$ cat config.mk
export PLATFORM = sky130hd
export DESIGN_NAME = sram_serial_port_flat
export DESIGN_NICKNAME = d
export VERILOG_FILES = /design/src/rtl/sram_serial_port_if.sv /design/src/rtl/sram_serial_port.sv /design/src/flat_wrapper.sv
export SDC_FILE = /design/constraint.sdc
export NUM_CORES = 1
export LEC_CHECK = 0
export BUFFER_PORTS_ARGS = -buffer_cell sky130_fd_sc_hd__buf_4
export CORE_MARGIN = 4
export CORE_UTILIZATION = 60
export DETAILED_ROUTE_END_ITERATION = 8
export PLACE_DENSITY = 0.85
export SYNTH_ARGS = -nofsm -noshare
export SYNTH_HDL_FRONTEND = slang
export SYNTH_SLANG_ARGS = --single-unit
$ cat constraint.sdc
create_clock -name clk -period 6.5 [get_ports clk]
set_input_delay 1.3 -clock clk [delete_from_list [all_inputs] [get_ports clk]]
set_output_delay 1.3 -clock clk [all_outputs]
set_load 0.02 [all_outputs]
$ cat src/rtl/sram_serial_port_if.sv
// rtl/sram_serial_port_if.sv - command, serial write and readback signals of sram_serial_port
// Optional par_err signal present when SRAM_PARITY_EN is defined.
interface sram_serial_port_if #(
  parameter int COLS = 8,
  parameter int ROWS = 16
);
  localparam int AW = (ROWS > 1) ? $clog2(ROWS) : 1;

  logic            cmd_valid;
  logic            cmd_ready;
  logic            cmd_we;
  logic [AW-1:0]   cmd_addr;
  logic            serial_in;
  logic            serial_in_valid;
  logic            data_valid;
  logic [COLS-1:0] data_out;
  logic            serial_out;
  logic            serial_out_valid;
  logic            addr_err;
  logic            busy;

`ifdef SRAM_PARITY_EN
  logic            par_err;

  modport master (
    output cmd_valid, cmd_we, cmd_addr, serial_in, serial_in_valid,
    input  cmd_ready, data_valid, data_out, serial_out, serial_out_valid,
           addr_err, busy, par_err
  );

  modport slave (
    input  cmd_valid, cmd_we, cmd_addr, serial_in, serial_in_valid,
    output cmd_ready, data_valid, data_out, serial_out, serial_out_valid,
           addr_err, busy, par_err
  );
`else
  modport master (
    output cmd_valid, cmd_we, cmd_addr, serial_in, serial_in_valid,
    input  cmd_ready, data_valid, data_out, serial_out, serial_out_valid,
           addr_err, busy
  );

  modport slave (
    input  cmd_valid, cmd_we, cmd_addr, serial_in, serial_in_valid,
    output cmd_ready, data_valid, data_out, serial_out, serial_out_valid,
           addr_err, busy
  );
`endif
endinterface

$ cat src/rtl/sram_serial_port.sv
// rtl/sram_serial_port.sv - serial-write, parallel+serial-read SRAM row port with one command handshake
// Row even-parity storage and check enabled by SRAM_PARITY_EN.
module sram_serial_port #(
  parameter int COLS   = 8,
  parameter int ROWS   = 16,
  parameter int RD_LAT = 1
) (
  input  logic              clk,
  input  logic              arst_n,
  sram_serial_port_if.slave bus
);
  localparam int AW = (ROWS > 1) ? $clog2(ROWS) : 1;
  localparam int CW = $clog2(COLS);
`ifdef SRAM_PARITY_EN
  localparam int MW = COLS + 1;
`else
  localparam int MW = COLS;
`endif
  localparam logic [AW:0]   ROWS_W   = (AW+1)'(ROWS);
  localparam logic [CW-1:0] LAST_BIT = CW'(COLS - 1);
  localparam logic [2:0]    LAT_INIT = 3'(RD_LAT);

  typedef enum logic [2:0] {IDLE, SHIFT_IN, WRITE, READ, SHIFT_OUT} state_t;

  state_t          state_q, state_d;
  logic [AW-1:0]   addr_q, addr_d;
  logic [COLS-1:0] sreg_q, sreg_d;
  logic [COLS-1:0] piso_q, piso_d;
  logic [COLS-1:0] dout_q, dout_d;
  logic [CW-1:0]   cnt_q, cnt_d;
  logic [2:0]      lat_q, lat_d;
  logic            dv_q, dv_d;
  logic            rd_err_q, rd_err_d;
  logic            mem_we;
  logic            in_range;
  logic [MW-1:0]   mem_q [ROWS];
  logic [MW-1:0]   rd_row;
  logic [MW-1:0]   wr_row;
  logic [COLS-1:0] rd_word;
`ifdef SRAM_PARITY_EN
  logic            par_q, par_d;
`endif

  // Addresses are AW bits wide but ROWS need not be a power of two.
  assign in_range = ({1'b0, addr_q} < ROWS_W);
  assign rd_row   = mem_q[addr_q];
  assign rd_word  = rd_row[COLS-1:0];
`ifdef SRAM_PARITY_EN
  assign wr_row   = {^sreg_q, sreg_q};
`else
  assign wr_row   = sreg_q;
`endif

  always_comb begin
    state_d  = state_q;
    addr_d   = addr_q;
    sreg_d   = sreg_q;
    piso_d   = piso_q;
    dout_d   = dout_q;
    cnt_d    = cnt_q;
    lat_d    = lat_q;
    dv_d     = 1'b0;
    rd_err_d = 1'b0;
    mem_we   = 1'b0;
`ifdef SRAM_PARITY_EN
    par_d    = 1'b0;
`endif
    case (state_q)
      IDLE: begin
        if (bus.cmd_valid) begin
          addr_d = bus.cmd_addr;
          cnt_d  = '0;
          if (bus.cmd_we) begin
            state_d = SHIFT_IN;
          end else begin
            state_d = READ;
            lat_d   = LAT_INIT;
          end
        end
      end
      SHIFT_IN: begin
        if (bus.serial_in_valid) begin
          sreg_d = {sreg_q[COLS-2:0], bus.serial_in};
          cnt_d  = cnt_q + 1'b1;
          if (cnt_q == LAST_BIT) state_d = WRITE;
        end
      end
      WRITE: begin
        // A reset landing on the commit cycle must not leave a row half-updated.
        mem_we  = in_range && arst_n;
        state_d = IDLE;
      end
      READ: begin
        lat_d = lat_q - 3'd1;
        if (lat_q == 3'd1) begin
          dout_d   = in_range ? rd_word : '0;
          piso_d   = in_range ? rd_word : '0;
          dv_d     = 1'b1;
          rd_err_d = !in_range;
`ifdef SRAM_PARITY_EN
          par_d    = in_range && ((^rd_word) != rd_row[COLS]);
`endif
          cnt_d    = '0;
          state_d  = SHIFT_OUT;
        end
      end
      SHIFT_OUT: begin
        piso_d = {piso_q[COLS-2:0], 1'b0};
        cnt_d  = cnt_q + 1'b1;
        if (cnt_q == LAST_BIT) state_d = IDLE;
      end
      default: state_d = IDLE;
    endcase
  end

  always_ff @(posedge clk) begin
    if (!arst_n) begin
      state_q  <= IDLE;
      addr_q   <= '0;
      sreg_q   <= '0;
      piso_q   <= '0;
      dout_q   <= '0;
      cnt_q    <= '0;
      lat_q    <= '0;
      dv_q     <= 1'b0;
      rd_err_q <= 1'b0;
`ifdef SRAM_PARITY_EN
      par_q    <= 1'b0;
`endif
    end else begin
      state_q  <= state_d;
      addr_q   <= addr_d;
      sreg_q   <= sreg_d;
      piso_q   <= piso_d;
      dout_q   <= dout_d;
      cnt_q    <= cnt_d;
      lat_q    <= lat_d;
      dv_q     <= dv_d;
      rd_err_q <= rd_err_d;
`ifdef SRAM_PARITY_EN
      par_q    <= par_d;
`endif
    end
  end

  // Row array is deliberately left out of reset.
  always_ff @(posedge clk) begin
    if (mem_we) mem_q[addr_q] <= wr_row;
  end

  assign bus.cmd_ready        = (state_q == IDLE);
  assign bus.busy             = (state_q != IDLE);
  assign bus.data_valid       = dv_q;
  assign bus.data_out         = dout_q;
  assign bus.serial_out_valid = (state_q == SHIFT_OUT);
  assign bus.serial_out       = (state_q == SHIFT_OUT) && piso_q[COLS-1];
  assign bus.addr_err         = ((state_q == WRITE) && !in_range) || rd_err_q;
`ifdef SRAM_PARITY_EN
  assign bus.par_err          = par_q;
`endif
endmodule

$ cat src/flat_wrapper.sv
// flat-port wrapper written by rule: the top's interface ports become plain ports
module sram_serial_port_flat 
#(
  parameter int COLS   = 8,
  parameter int ROWS   = 16,
  parameter int RD_LAT = 1
)
  (clk, arst_n, bus_cmd_valid, bus_cmd_we, bus_cmd_addr, bus_serial_in, bus_serial_in_valid, bus_cmd_ready, bus_data_valid, bus_data_out, bus_serial_out, bus_serial_out_valid, bus_addr_err, bus_busy);
  sram_serial_port_if #(.COLS(COLS), .ROWS(ROWS)) bus_i ();
  input  logic clk;
  input  logic arst_n;
  input wire logic [$bits(bus_i.cmd_valid)-1:0] bus_cmd_valid;
  input wire logic [$bits(bus_i.cmd_we)-1:0] bus_cmd_we;
  input wire logic [$bits(bus_i.cmd_addr)-1:0] bus_cmd_addr;
  input wire logic [$bits(bus_i.serial_in)-1:0] bus_serial_in;
  input wire logic [$bits(bus_i.serial_in_valid)-1:0] bus_serial_in_valid;
  output wire logic [$bits(bus_i.cmd_ready)-1:0] bus_cmd_ready;
  output wire logic [$bits(bus_i.data_valid)-1:0] bus_data_valid;
  output wire logic [$bits(bus_i.data_out)-1:0] bus_data_out;
  output wire logic [$bits(bus_i.serial_out)-1:0] bus_serial_out;
  output wire logic [$bits(bus_i.serial_out_valid)-1:0] bus_serial_out_valid;
  output wire logic [$bits(bus_i.addr_err)-1:0] bus_addr_err;
  output wire logic [$bits(bus_i.busy)-1:0] bus_busy;
  assign bus_i.cmd_valid = bus_cmd_valid;
  assign bus_i.cmd_we = bus_cmd_we;
  assign bus_i.cmd_addr = bus_cmd_addr;
  assign bus_i.serial_in = bus_serial_in;
  assign bus_i.serial_in_valid = bus_serial_in_valid;
  assign bus_cmd_ready = bus_i.cmd_ready;
  assign bus_data_valid = bus_i.data_valid;
  assign bus_data_out = bus_i.data_out;
  assign bus_serial_out = bus_i.serial_out;
  assign bus_serial_out_valid = bus_i.serial_out_valid;
  assign bus_addr_err = bus_i.addr_err;
  assign bus_busy = bus_i.busy;
  sram_serial_port #(.COLS(COLS), .ROWS(ROWS), .RD_LAT(RD_LAT)) u_core (.clk(clk), .arst_n(arst_n), .bus(bus_i));
endmodule
==> Word-level counts from Yosys, hierarchy flattened <==
Memories as Yosys holds them, arrays and structs flattened. A register that Yosys moved wholly into a read port is not among the register bits.
Index checks and enable logic that the tools add are counted.
{ "totals": {"regBits": 38, "mem_bits_rw": 128, "inputBits": 10, "elab_cells": 59, "memories": 1} }
{ "classes": {"n_addsub": 2, "eq_ne": 12, "mux": 22, "reduce_logical": 14} }
{ "memory_table": {"columns": ["name", "depth", "width", "rd", "rd_clocked_by_memory_dff", "wr", "line", "rtl"], "rows": [
  ["u_core.mem_q", 16, 8, 1, 1, 1, "sram_serial_port.sv:36", "logic [MW-1:0] mem_q [ROWS];"]
]} }
{ "ops": {"columns": ["op", "count"], "rows": [
  ["$mux W3", 10],
  ["$pmux W3 S4", 2],
  ["$pmux W8 S2", 1],
  ["$reduce_and A2 Y1", 5],
  ["$mux W4", 2],
  ["$mux W8", 1],
  ["$eq A3 B1 Y1 const B", 2],
  ["$eq A3 B2 Y1 const B", 2],
  ["$eq A3 B3 Y1 const B", 2],
  ["$ne A2 B1 Y1 const B", 3],
  ["$ne A2 B2 Y1 const B", 3],
  ["$pmux W3 S2", 1],
  ["$reduce_and A5 Y1", 1],
  ["$mux W1", 4],
  ["$reduce_and A4 Y1", 1],
  ["$reduce_bool A2 Y1", 2],
  ["$reduce_bool A4 Y1", 1],
  ["$add A3 B1 Y3 const B", 1],
  ["$logic_not A3 Y1", 1],
  ["$reduce_and A3 Y1", 1],
  ["$reduce_bool A3 Y1", 1],
  ["$sub A3 B1 Y3 const B", 1],
  ["$mux W2", 1],
  ["$logic_and A1 B1 Y1", 1]
]} }

==> Depth between registers and ports, before layout <==
Gate-level depths: netlist of run 1.
{ "depth": {"ltp_word": 4, "depth_mapped": 7, "mapped_depth_nobuf": 6} }

==> Least setup slack after synthesis of run 1 <==
Ideal clock, no wire load.
{ "synth_timing": {"kind": "input to register", "startpoint": "input arst_n", "endpoint": "memory u_core.mem_q[0][0] in the netlist's numbering, enable pin", "setup_time_ns": 0.383, "arrival_time_ns": 2.409, "t_required_ns": 6.117, "path_slack_ns": 3.707, "cell_stages": 3, "n_path_buf": 0, "cell_sequence": "nand4bb_1 or3_1 nor3_1"} }
{ "synth_via": {"elab_chain_cells": 3} }
{ "synth_lines": {"columns": ["item", "line", "rtl"], "rows": [
  ["start, declared", "flat_wrapper.sv:11", "input logic arst_n;"],
  ["$mux W1", "sram_serial_port.sv:68", "case (state_q)"],
  ["$mux W1", "sram_serial_port.sv:148", "if (mem_we) mem_q[addr_q] <= wr_row;"],
  ["$mux W1 (not written as such)", "sram_serial_port.sv:148", null],
  ["end, declared", "sram_serial_port.sv:36", null]
]} }
No other way between the ends.

==> Final worst setup path of run 1 <==
{ "layout_timing": {"startpoint": "register u_core.state_q[1]", "endpoint": "output bus_serial_out"} }
{ "layout_via": {"elab_chain_cells": 2} }
{ "layout_lines": {"columns": ["item", "line", "rtl"], "rows": [
  ["start, declared", "sram_serial_port.sv:25", "state_t state_q, state_d;"],
  ["start signal, assigned", "sram_serial_port.sv:131", "state_q <= state_d;"],
  ["$eq A3 B3 Y1", "sram_serial_port.sv:156", "assign bus.serial_out = (state_q == SHIFT_OUT) && piso_q[COLS-1];"],
  ["$logic_and A1 B1 Y1", "sram_serial_port.sv:156", null],
  ["end, declared", "flat_wrapper.sv:20", "output wire logic [$bits(bus_i.serial_out)-1:0] bus_serial_out;"]
]} }
No other way between the ends.

==> reports/results.ini, run 1 <==
[global_route]
grt_antenna_before_repair = 0
grt_max_degree = 63
overflow = 0
grt_pass1_vias = 4173
track_usage = 0.246
grt_pass1_wl_um = 23500

[drt]
wire_per_inst_um = 23.2
detail-route-antenna-nets = 0
drtIter0Drc = 582
drcViolationCount = 0
viasPerCell = 6.49
routed_wirelength_um = 15100
dr.pass1.iters = 6
num_vias = 4205

[timing]
min_period_ps = 3190
setup_viol = 0
grt_setup_unrepaired = false
finalClockSkew_ps = 8.98
finalHoldViolations = 0
clock.fmax_mhz = 313
slew_violations = 0
setup_tns_ps = 0
relSlewSlack = 0.144
worst_slack_ps = 3310
worst_slew_pin_slew_ps = 1270
finalCritPeriodShare = 0.491

[clock_network]
cts_resized = 0
postCtsHoldBufs = 0
clkLatencyLatePin_ps = 420
cts-root-buf = clkbuf_16
clk_pin_slew_ps = 60
cts_buffer_depth = 2
cts_setup_buffers = 0
cts_sinks = 170
cts_tree = yes
cts_made_buffers = 17
htreeDepth = 4

[logic_synthesis]
ys_top_cells_by_count = edfxtp_1, mux2i_1, dfxtp_1
syn_nets = 494
synth_area_leaders = edfxtp_1, dfxtp_1, mux2i_1, a22oi_1, nand3_1
ys_ff_latch = 170
synth_edf_count = 128
netlist_instances = 480
ys_types = 44
yosysSeqAreaShare = 0.696
synth_area_sq_um = 6740
synthArstFlopShare = 0
synthDominantCellAreaShare = 0.571
yosys_warnings = 0
synth-main-ff-cell = edfxtp_1
synth_top_area_cell = edfxtp_1
avgSynthCellArea_sq_um = 14.0
yosysMostFrequentCell = edfxtp_1

[setup_path]
cp_data_required_time_ps = 5200
end_kind = output port
critPathMaxFanout = 20
critical_path_class = register to output port
arrival_ps = 1890
start_kind = register

[power_and_ir_drop]
power.density_nw_per_um2 = 313
p_leak_nw = 2.65
ir_worst_vdd_mv = 0.224

[min_path]
hold_path_class = register to register

[die]
ioPinCount = 24
die_w_um = 114
core_sq_um = 10900
initial_core_util = 0.616
die-height_um = 114
die_area_sq_um = 13000
rows = 38

[outcome]
status = complete, no violations

[placement]
pre_cts_slack_ps = 3320
hpwl_um = 9380
port_buffers = 22
gp_congestion = 0.898

[layout]
insertedDiodeCount = 0
syn2layout_area_growth_pct = 12.6
fin_nets = 509
drive_gt1_frac = 0.118

[run]
cap_violations = 0

state kept, by name, indices dropped and copies added (netlist names), named ones only:
name,count
u_core.bus.data_out,8
u_core.state_q,3
u_core.cnt_q,3
u_core.lat_q,3
u_core.mem_q,128
u_core.bus.data_valid,1
u_core.piso_q,8
u_core.addr_q,4
u_core.sreg_q,8
cell type report:
cell class | instances | area, sq um
Sequential cell | 170 | 4690
Fill cell | 689 | 3350
Multi-Input combinational cell | 276 | 1890
Clock buffer | 24 | 536
Tap cell | 140 | 175
Timing Repair Buffer | 23 | 173
Clock inverter | 8 | 101
Inverter | 7 | 26.3
per-stage QoR:
stage	instances	power [W]	cell area (sq um)	hold slack, ps	util
6_report	648	0.00238	7590	483	0.694
5_1_grt	648	0.00244	7590	498	0.694
4_1_cts	648	0.00238	7590	482	0.694
3_5_place_dp	616	0.00134	6950	468	0.635
3_3_place_gp	616	0.00133	6950	463	0.635
2_1_floorplan	480	0.00130	6740	453	-
path summary, 6_finish.rpt:
| kind | end | cells past startpoint | startpoint | slack (ps) |
|---|---|---|---|---|
| worst min register to register | u_core.bus.data_out[4] | 2 | u_core.bus.data_out[4] | 480 |
| worst min-delay path | u_core.bus.data_out[4] | 2 | u_core.bus.data_out[4] | 480 |
| worst max register to register | u_core.mem_q[0][6] | 3 | u_core.state_q[1] | 3610 |
| worst max-delay path | bus_serial_out | 4 | u_core.state_q[1] | 3310 |
routing by layer:
layer  vias up  global-route usage  part of all wire
met5         -                   0                 0
met4         0              0.0903             0.033
met3        45              0.0721              0.10
met2       253               0.393              0.48
met1      2052               0.322              0.39
li1       1855                   -                 -
where the power goes:
part | switching (W) | internal (W) | total, W
Combinational | 0.0000669 | 0.0000489 | 0.000116
Sequential | 0.0000372 | 0.00116 | 0.00120
Clock | 0.000403 | 0.000657 | 0.00106
kinds of logic after synthesis:
group           Yosys count  synth area share
mux                      64            0.0951
buf+inv                  34            0.0243
xor+xnor                  2           0.00260
flops                   170             0.696
other cells               1          0.000557
simple gates            124            0.0938
fa+ha+maj                 4           0.00743
compound gates           81            0.0806
critical path, cell delays in order, from the launching register on:
cell and delay, ps:
dfxtp_1 790, nor3b_1 110, buf_4 220, and2_1 190, buf_4 160
placed cells by master (no fill, tap or decap), drive strengths merged, types with 4 or more instances in the layout:
cell type  instances
nand3             32
o211ai             8
nor2              21
nor3               6
o21ai              7
buf               23
ha                 4
nand2             34
clkbuf            24
a21oi             23
a22oi             36
edfxtp           128
dfxtp             42
nor2b              6
mux2i             64
inv                9
No activity file was read; power rests on OpenSTA's default activity.
==> run 2, diff against run 1 <==
Settings changed: ABC_AREA set to 1, PLACE_DENSITY 0.85 to 0.84.
Clock period 6.5 ns to 3.3 ns, I/O delays scaled along.
==> run 2 against run 1 <==
Compared with the run above: first-iteration DRC count fell by 9.1%; routed wire length increased by 2.2%; global-route usage is 1.4 points lower; largest cell class unchanged; cell count increased by 43%; critical path depth grew 1; die area is 6.5% higher; clock skew is 2.8 ps lower; area after synthesis is 7.0% higher; register-to-register slack worse by 2600 ps; core utilization fell by 0.086 points.
==> reports/results.ini, run 2 <==
[timing]
setup_viol = 0  ; unchanged
grt_setup_unrepaired = false  ; unchanged
finalHoldViolations = 0  ; unchanged
worst_slew_pin_slew_ps = 981  ; was 1270 ps
min_period_ps = 2280
relSlewSlack = 0.345  ; was 0.144
clock.fmax_mhz = 438
slew_violations = 0  ; unchanged
setup_tns_ps = 0  ; unchanged
finalCritPeriodShare = 0.691
finalClockSkew_ps = 6.22  ; was 8.98 ps

[clock_network]
htreeDepth = 4  ; unchanged
cts_sinks = 170  ; unchanged
postCtsHoldBufs = 0  ; unchanged
cts_made_buffers = 17  ; unchanged
cts_tree = yes  ; unchanged
cts_resized = 0  ; unchanged
cts_setup_buffers = 0  ; unchanged
cts_buffer_depth = 2  ; unchanged
cts-root-buf = clkbuf_16  ; unchanged
clk_pin_slew_ps = 60  ; about the same
clkLatencyLatePin_ps = 420  ; about the same

[drt]
viasPerCell = 5.49  ; was 6.49
detail-route-antenna-nets = 0  ; unchanged
wire_per_inst_um = 16.6  ; was 23.2 um
dr.pass1.iters = 5  ; was 6
num_vias = 5091  ; was 4205
drcViolationCount = 0  ; unchanged
routed_wirelength_um = 15400  ; was 15100 um
drtIter0Drc = 529  ; was 582

[logic_synthesis]
yosysSeqAreaShare = 0.650  ; was 0.696
ys_top_cells_by_count = nand2_1, edfxtp_1, inv_1  ; was edfxtp_1, mux2i_1, dfxtp_1
synth_top_area_cell = edfxtp_1  ; unchanged
netlist_instances = 756  ; was 480
avgSynthCellArea_sq_um = 9.53  ; was 14.0 sq um
synth_area_leaders = edfxtp_1, dfxtp_1, nand2_1, nand3_1, inv_1  ; was edfxtp_1, dfxtp_1, mux2i_1, a22oi_1, nand3_1
yosys_warnings = 0  ; unchanged
ys_types = 27  ; was 44
synth-main-ff-cell = edfxtp_1  ; unchanged
ys_ff_latch = 170  ; unchanged
synthDominantCellAreaShare = 0.533  ; was 0.571
synth_area_sq_um = 7210  ; was 6740 sq um
syn_nets = 770  ; was 494
yosysMostFrequentCell = nand2_1  ; was edfxtp_1
synth_edf_count = 128  ; unchanged
synthArstFlopShare = 0  ; unchanged

[setup_path]
cp_data_required_time_ps = 3350  ; was 5200 ps
arrival_ps = 2330  ; was 1890 ps
end_kind = register  ; was output port
start_kind = input port  ; was register
critPathMaxFanout = 16  ; was 20
critical_path_class = input port to register  ; was register to output port

[layout]
insertedDiodeCount = 0  ; unchanged
largest_reg_flops = 128  ; unchanged
syn2layout_area_growth_pct = 11.2  ; was 12.6%
final_cell_mix = nand2_1, edfxtp_1, inv_1  ; was edfxtp_1, mux2i_1, dfxtp_1
multiInputGateArea_sq_um = 1880  ; was 1890 sq um
regMostFlops = u_core.mem_q  ; unchanged
regArea_sq_um = 4690  ; about the same
final_common_cell = nand2_1  ; was edfxtp_1
fin_nets = 785  ; was 509
drive_gt1_frac = 0.0918  ; was 0.118
final_cells = 927  ; was 648
fill_cells = 842  ; was 689

[power_and_ir_drop]
ir_worst_vdd_mv = 0.520  ; was 0.224 mV
p_leak_nw = 3.42  ; was 2.65 nW
power.density_nw_per_um2 = 604  ; was 313 nW/um^2

[placement]
dp_cells = 895  ; was 616
hpwl_um = 9720  ; was 9380 um
gp_congestion = 0.866  ; was 0.898
port_buffers = 22  ; unchanged

[min_path]
hold_path_class = register to register  ; unchanged

[global_route]
track_usage = 0.232  ; was 0.246
overflow = 0  ; unchanged
grt_pass1_vias = 4835  ; was 4173
grt_pass1_wl_um = 24500  ; was 23500 um
grt_antenna_before_repair = 0  ; unchanged
grt_max_degree = 65  ; was 63

[die]
die_w_um = 118  ; was 114 um
die_area_sq_um = 13800  ; was 13000 sq um
initial_core_util = 0.623  ; was 0.616
rows = 39  ; was 38
core_sq_um = 11600  ; was 10900 sq um
ioPinCount = 24  ; unchanged
die-height_um = 118  ; was 114 um

[outcome]
status = complete, no violations  ; unchanged

[run]
cap_violations = 0  ; unchanged

[run 2: cell types whose count changed after synthesis, moves of 24 or more]
cell,previous run,this run
inv_1,7,118
nand2_1,34,219
nand3_1,32,102
nor2_1,20,44
mux2i_1,64,0
a22oi_1,36,0
[run 2: layout make-up]
| type | count | area share |
|---|---|---|
| sequential | 170 | 0.585 |
| clock inverter | 10 | 0.0153 |
| clock buffer | 22 | 0.0579 |
| inverter | 129 | 0.0611 |
| timing repair buffer | 25 | 0.0234 |
| multi-input combinational | 428 | 0.235 |
| tap | 143 | 0.0223 |
[run 2: worst paths after layout]
| kind | from | to | slack, ps | depth (start not counted) |
|---|---|---|---|---|
| max reg2reg | u_core.state_q[1] | u_core.mem_q[2][5] | 1020 | 4 |
| min reg2reg | u_core.bus.data_out[0] | u_core.bus.data_out[0] | 460 | 2 |
| max | arst_n | u_core.mem_q[2][5] | 1020 | 5 |
| min | u_core.bus.data_out[0] | u_core.bus.data_out[0] | 460 | 2 |
[run 2: report_power, final]
part | switching [W] | internal [W] | total [W]
clock | 0.000729 | 0.00122 | 0.00195
sequential | 0.0000812 | 0.00235 | 0.00243
combinational | 0.000325 | 0.000138 | 0.000463
total | 0.00113 | 0.00370 | 0.00484
[run 2: cells by family after synthesis]
group / synth area share
AND/OR/NAND/NOR: 0.220
buffers and inverters: 0.0887
AO/OA/AOI/OAI: 0.0337
adder cells (fa/ha/maj): 0.00694
flip-flops: 0.650
other: 0.000520
[run 2: critical path: stages]
cell and delay (ps):
buf_4 170, inv_1 90, nor4_2 360, nand3_1 420
nor2_1 630
[run 2: stage by stage]
step | setup WS, ps | cell area, sq um | util | power [W] | hold WS (ps)
4_1_cts | 1060 | 8010 | 0.693 | 0.00485 | 452
2_1_floorplan | 1380 | 7210 | - | 0.00277 | 441
5_1_grt | 856 | 8010 | 0.693 | 0.00503 | 483
6_report | 1020 | 8010 | 0.693 | 0.00484 | 464
3_3_place_gp | 765 | 7430 | 0.642 | 0.00290 | 449
3_5_place_dp | 659 | 7430 | 0.642 | 0.00292 | 456
[run 2: per-layer routing]
layer	vias to the layer above	GRT usage	share of wire
met1	2371	0.298	0.40
met5	-	0	0
li1	2451	-	-
met3	36	0.0509	0.081
met4	0	0.108	0.030
met2	233	0.379	0.49
==> run 3, diff against run 2 <==
Settings changed: CORE_UTILIZATION 60 to 56, PLACE_DENSITY 0.84 to 0.83.
Clock period 3.3 ns to 2 ns, I/O delays scaled along.
==> run 3 against run 2 <==
Compared with the run above: die area increased by 6.7%; first-iteration DRC count is 16% higher; setup slack worse by 820 ps; clock power is 67% higher; sequential share of layout area is 2.8 points lower; clock-buffer cell count up 2; sequential power is 62% higher; register-to-register slack lost 750 ps; routed wire length grew 7.6%; largest cell class unchanged.
==> reports/results.ini, run 3 (synthesis results as in run 2) <==
[drt]
detail-route-antenna-nets = 0  ; unchanged
num_vias = 5336  ; was 5091
drcViolationCount = 0  ; unchanged
routed_wirelength_um = 16500  ; was 15400 um
dr.pass1.iters = 6  ; was 5
viasPerCell = 5.35  ; was 5.49
wire_per_inst_um = 16.6  ; about the same
drtIter0Drc = 613  ; was 529

[layout]
largest_reg_flops = 128  ; unchanged
syn2layout_area_growth_pct = 16.8  ; was 11.2%
insertedDiodeCount = 0  ; unchanged
final_cell_mix = nand2_1, edfxtp_1, inv_1  ; unchanged
drive_gt1_frac = 0.142  ; was 0.0918
regArea_sq_um = 4690  ; unchanged
fill_cells = 909  ; was 842
finish.instance_area_sq_um = 8420  ; was 8010 sq um
multiInputGateArea_sq_um = 1880  ; unchanged
fin_nets = 827  ; was 785
final_common_cell = nand2_1  ; unchanged
regMostFlops = u_core.mem_q  ; unchanged

[timing]
finalCritPeriodShare = 0.899
finalHoldViolations = 0  ; unchanged
relSlewSlack = 0.647  ; was 0.345
grt_setup_unrepaired = false  ; unchanged
finalClockSkew_ps = 7.35  ; was 6.22 ps
clock.fmax_mhz = 556
min_period_ps = 1800
slew_violations = 0  ; unchanged
setup_viol = 0  ; unchanged
setup_tns_ps = 0  ; unchanged
worst_slew_pin_slew_ps = 529  ; was 981 ps

[setup_path]
cp_data_required_time_ps = 1600  ; was 3350 ps
path_common_cell = inv_2
slowest_delay_ps = 360  ; was 630 ps
r2r_slack_ps = 270  ; was 1020 ps
path_cells = inv_2 > nand2_2 > nor2_4 > inv_2 > nor2_1 > buf_4  ; was buf_4 > inv_1 > nor4_2 > nand3_1 > nor2_1
r2r-start = u_core.state_q[1]  ; unchanged
end_kind = output port  ; was register
critical_path.slowest_cell = dfxtp_1  ; was nor2_1
arrival_ps = 1400  ; was 2330 ps
r2r_cells = 7  ; was 4
worstReg2RegEnd = u_core.mem_q[12][6]  ; was u_core.mem_q[2][5]
start_kind = register  ; was input port
critPathMaxFanout = 4  ; was 16
critical_path_class = register to output port  ; was input port to register

[power_and_ir_drop]
p_sw_w = 0.00200  ; was 0.00113 W
ir_worst_vdd_mv = 0.488  ; was 0.520 mV
p_leak_nw = 3.66  ; was 3.42 nW
power.density_nw_per_um2 = 965  ; was 604 nW/um^2
report.power.total_w = 0.00812  ; was 0.00484 W
p_seq_frac = 0.484  ; was 0.502
intPower_w = 0.00612  ; was 0.00370 W
p_clk_frac = 0.401  ; was 0.402
swShare = 0.246  ; was 0.235
power_frac_comb = 0.115  ; was 0.096

[clock_network]
cts_buffer_depth = 2  ; unchanged
cts_resized = 0  ; unchanged
htreeDepth = 4  ; unchanged
clkLatencyLatePin_ps = 420  ; about the same
postCtsHoldBufs = 0  ; unchanged
cts_sinks = 170  ; unchanged
clk_pin_slew_ps = 60  ; about the same
cts_tree = yes  ; unchanged
cts_made_buffers = 17  ; unchanged
cts-root-buf = clkbuf_16  ; unchanged

[min_path]
hp-start = bus_serial_in  ; was u_core.bus.data_out[0]
min_to = u_core.sreg_q[0]  ; was u_core.bus.data_out[0]
hold_path_class = input port to register  ; was register to register
hold_depth = 3  ; was 2

[global_route]
overflow = 0  ; unchanged
grt_antenna_before_repair = 0  ; unchanged
grt_pass1_wl_um = 25500  ; was 24500 um
grt_max_degree = 65  ; unchanged
track_usage = 0.232  ; about the same
grt_pass1_vias = 4933  ; was 4835

[die]
die_w_um = 121  ; was 118 um
die_area_sq_um = 14800  ; was 13800 sq um
core_sq_um = 12600  ; was 11600 sq um
die-height_um = 121  ; was 118 um
ioPinCount = 24  ; unchanged
initial_core_util = 0.571  ; was 0.623
rows = 41  ; was 39

[outcome]
status = complete, no violations  ; unchanged

[placement]
placed_area_sq_um = 7790  ; was 7430 sq um
port_buffers = 22  ; unchanged
gp_congestion = 0.916  ; was 0.866
hpwl_um = 10500  ; was 9720 um

[run]
cap_violations = 0  ; unchanged

run 3: cell count changes in the layout (fill, tap and decap cells not counted):
cell and change:
clkbuf_1 -1, clkinv_1 -2, clkbuf_16 +2, clkbuf_8 +1
clkinv_4 +3, clkinvlp_4 +1, buf_4 +39, bufinv_16 -2
buf_12 +3, clkinv_2 -3, inv_4 +1
run 3: repair_timing:
action	in CTS	in global routing
buffers inserted	0	3
setup endpoints to repair	0	1
endpoints found under the hold margin	0	0
run 3: critical path: cells and delay by family (launching register included):
family / cells / cell delay (ps)
buffers and inverters: 3 / 310
flip-flops: 1 / 360
AND/OR/NAND/NOR: 3 / 320
run 3: metal layers:
metal | GRT usage | up-vias | wire (um)
met2 | 0.370 | 259 | 8090
met1 | 0.304 | 2486 | 6500
met5 | 0 | - | 0
li1 | - | 2535 | -
met3 | 0.0494 | 56 | 1260
met4 | 0.113 | 0 | 690
run 3: power groups by stage:
stage / Clock (W) / Sequential, W / Combinational [W]
floorplan: 0 / 0.00400 / 0.000572
global placement: 0 / 0.00400 / 0.000883
detailed placement: 0 / 0.00401 / 0.000901
CTS: 0.00327 / 0.00393 / 0.000919
global route: 0.00342 / 0.00394 / 0.00102
finish: 0.00325 / 0.00393 / 0.000935
run 3: cell type report:
cell class,count,area share
Sequential cell,170,0.557
Clock inverter,8,0.00951
Multi-Input combinational cell,428,0.224
Inverter,129,0.0581
Timing Repair Buffer,67,0.0642
Tap cell,172,0.0256
Clock buffer,24,0.0623
run 3: worst max-delay path by stage:
| stage | from | endpoint | slack (ps) | cells past startpoint |
|---|---|---|---|---|
| after floorplan | arst_n | u_core.mem_q[0][0] | 340 | 4 |
| after detailed placement | arst_n | u_core.mem_q[12][5] | 290 | 8 |
| after CTS | u_core.state_q[1] | bus_serial_out | 80 | 6 |
| after global placement | arst_n | u_core.mem_q[10][4] | 310 | 8 |
| after global routing | u_core.state_q[0] | bus_serial_out | 130 | 6 |
| final | u_core.state_q[0] | bus_serial_out | 200 | 6 |
run 3: through the flow:
stage / setup WS (ps) / hold WS [ps] / cells / utilization
after floorplan: 335 / 441 / 756 / -
after global placement: 314 / 451 / 963 / 0.617
after detailed placement: 286 / 455 / 963 / 0.617
after CTS: 84.3 / 215 / 995 / 0.665
after global routing: 133 / 254 / 998 / 0.667
final: 202 / 215 / 998 / 0.667
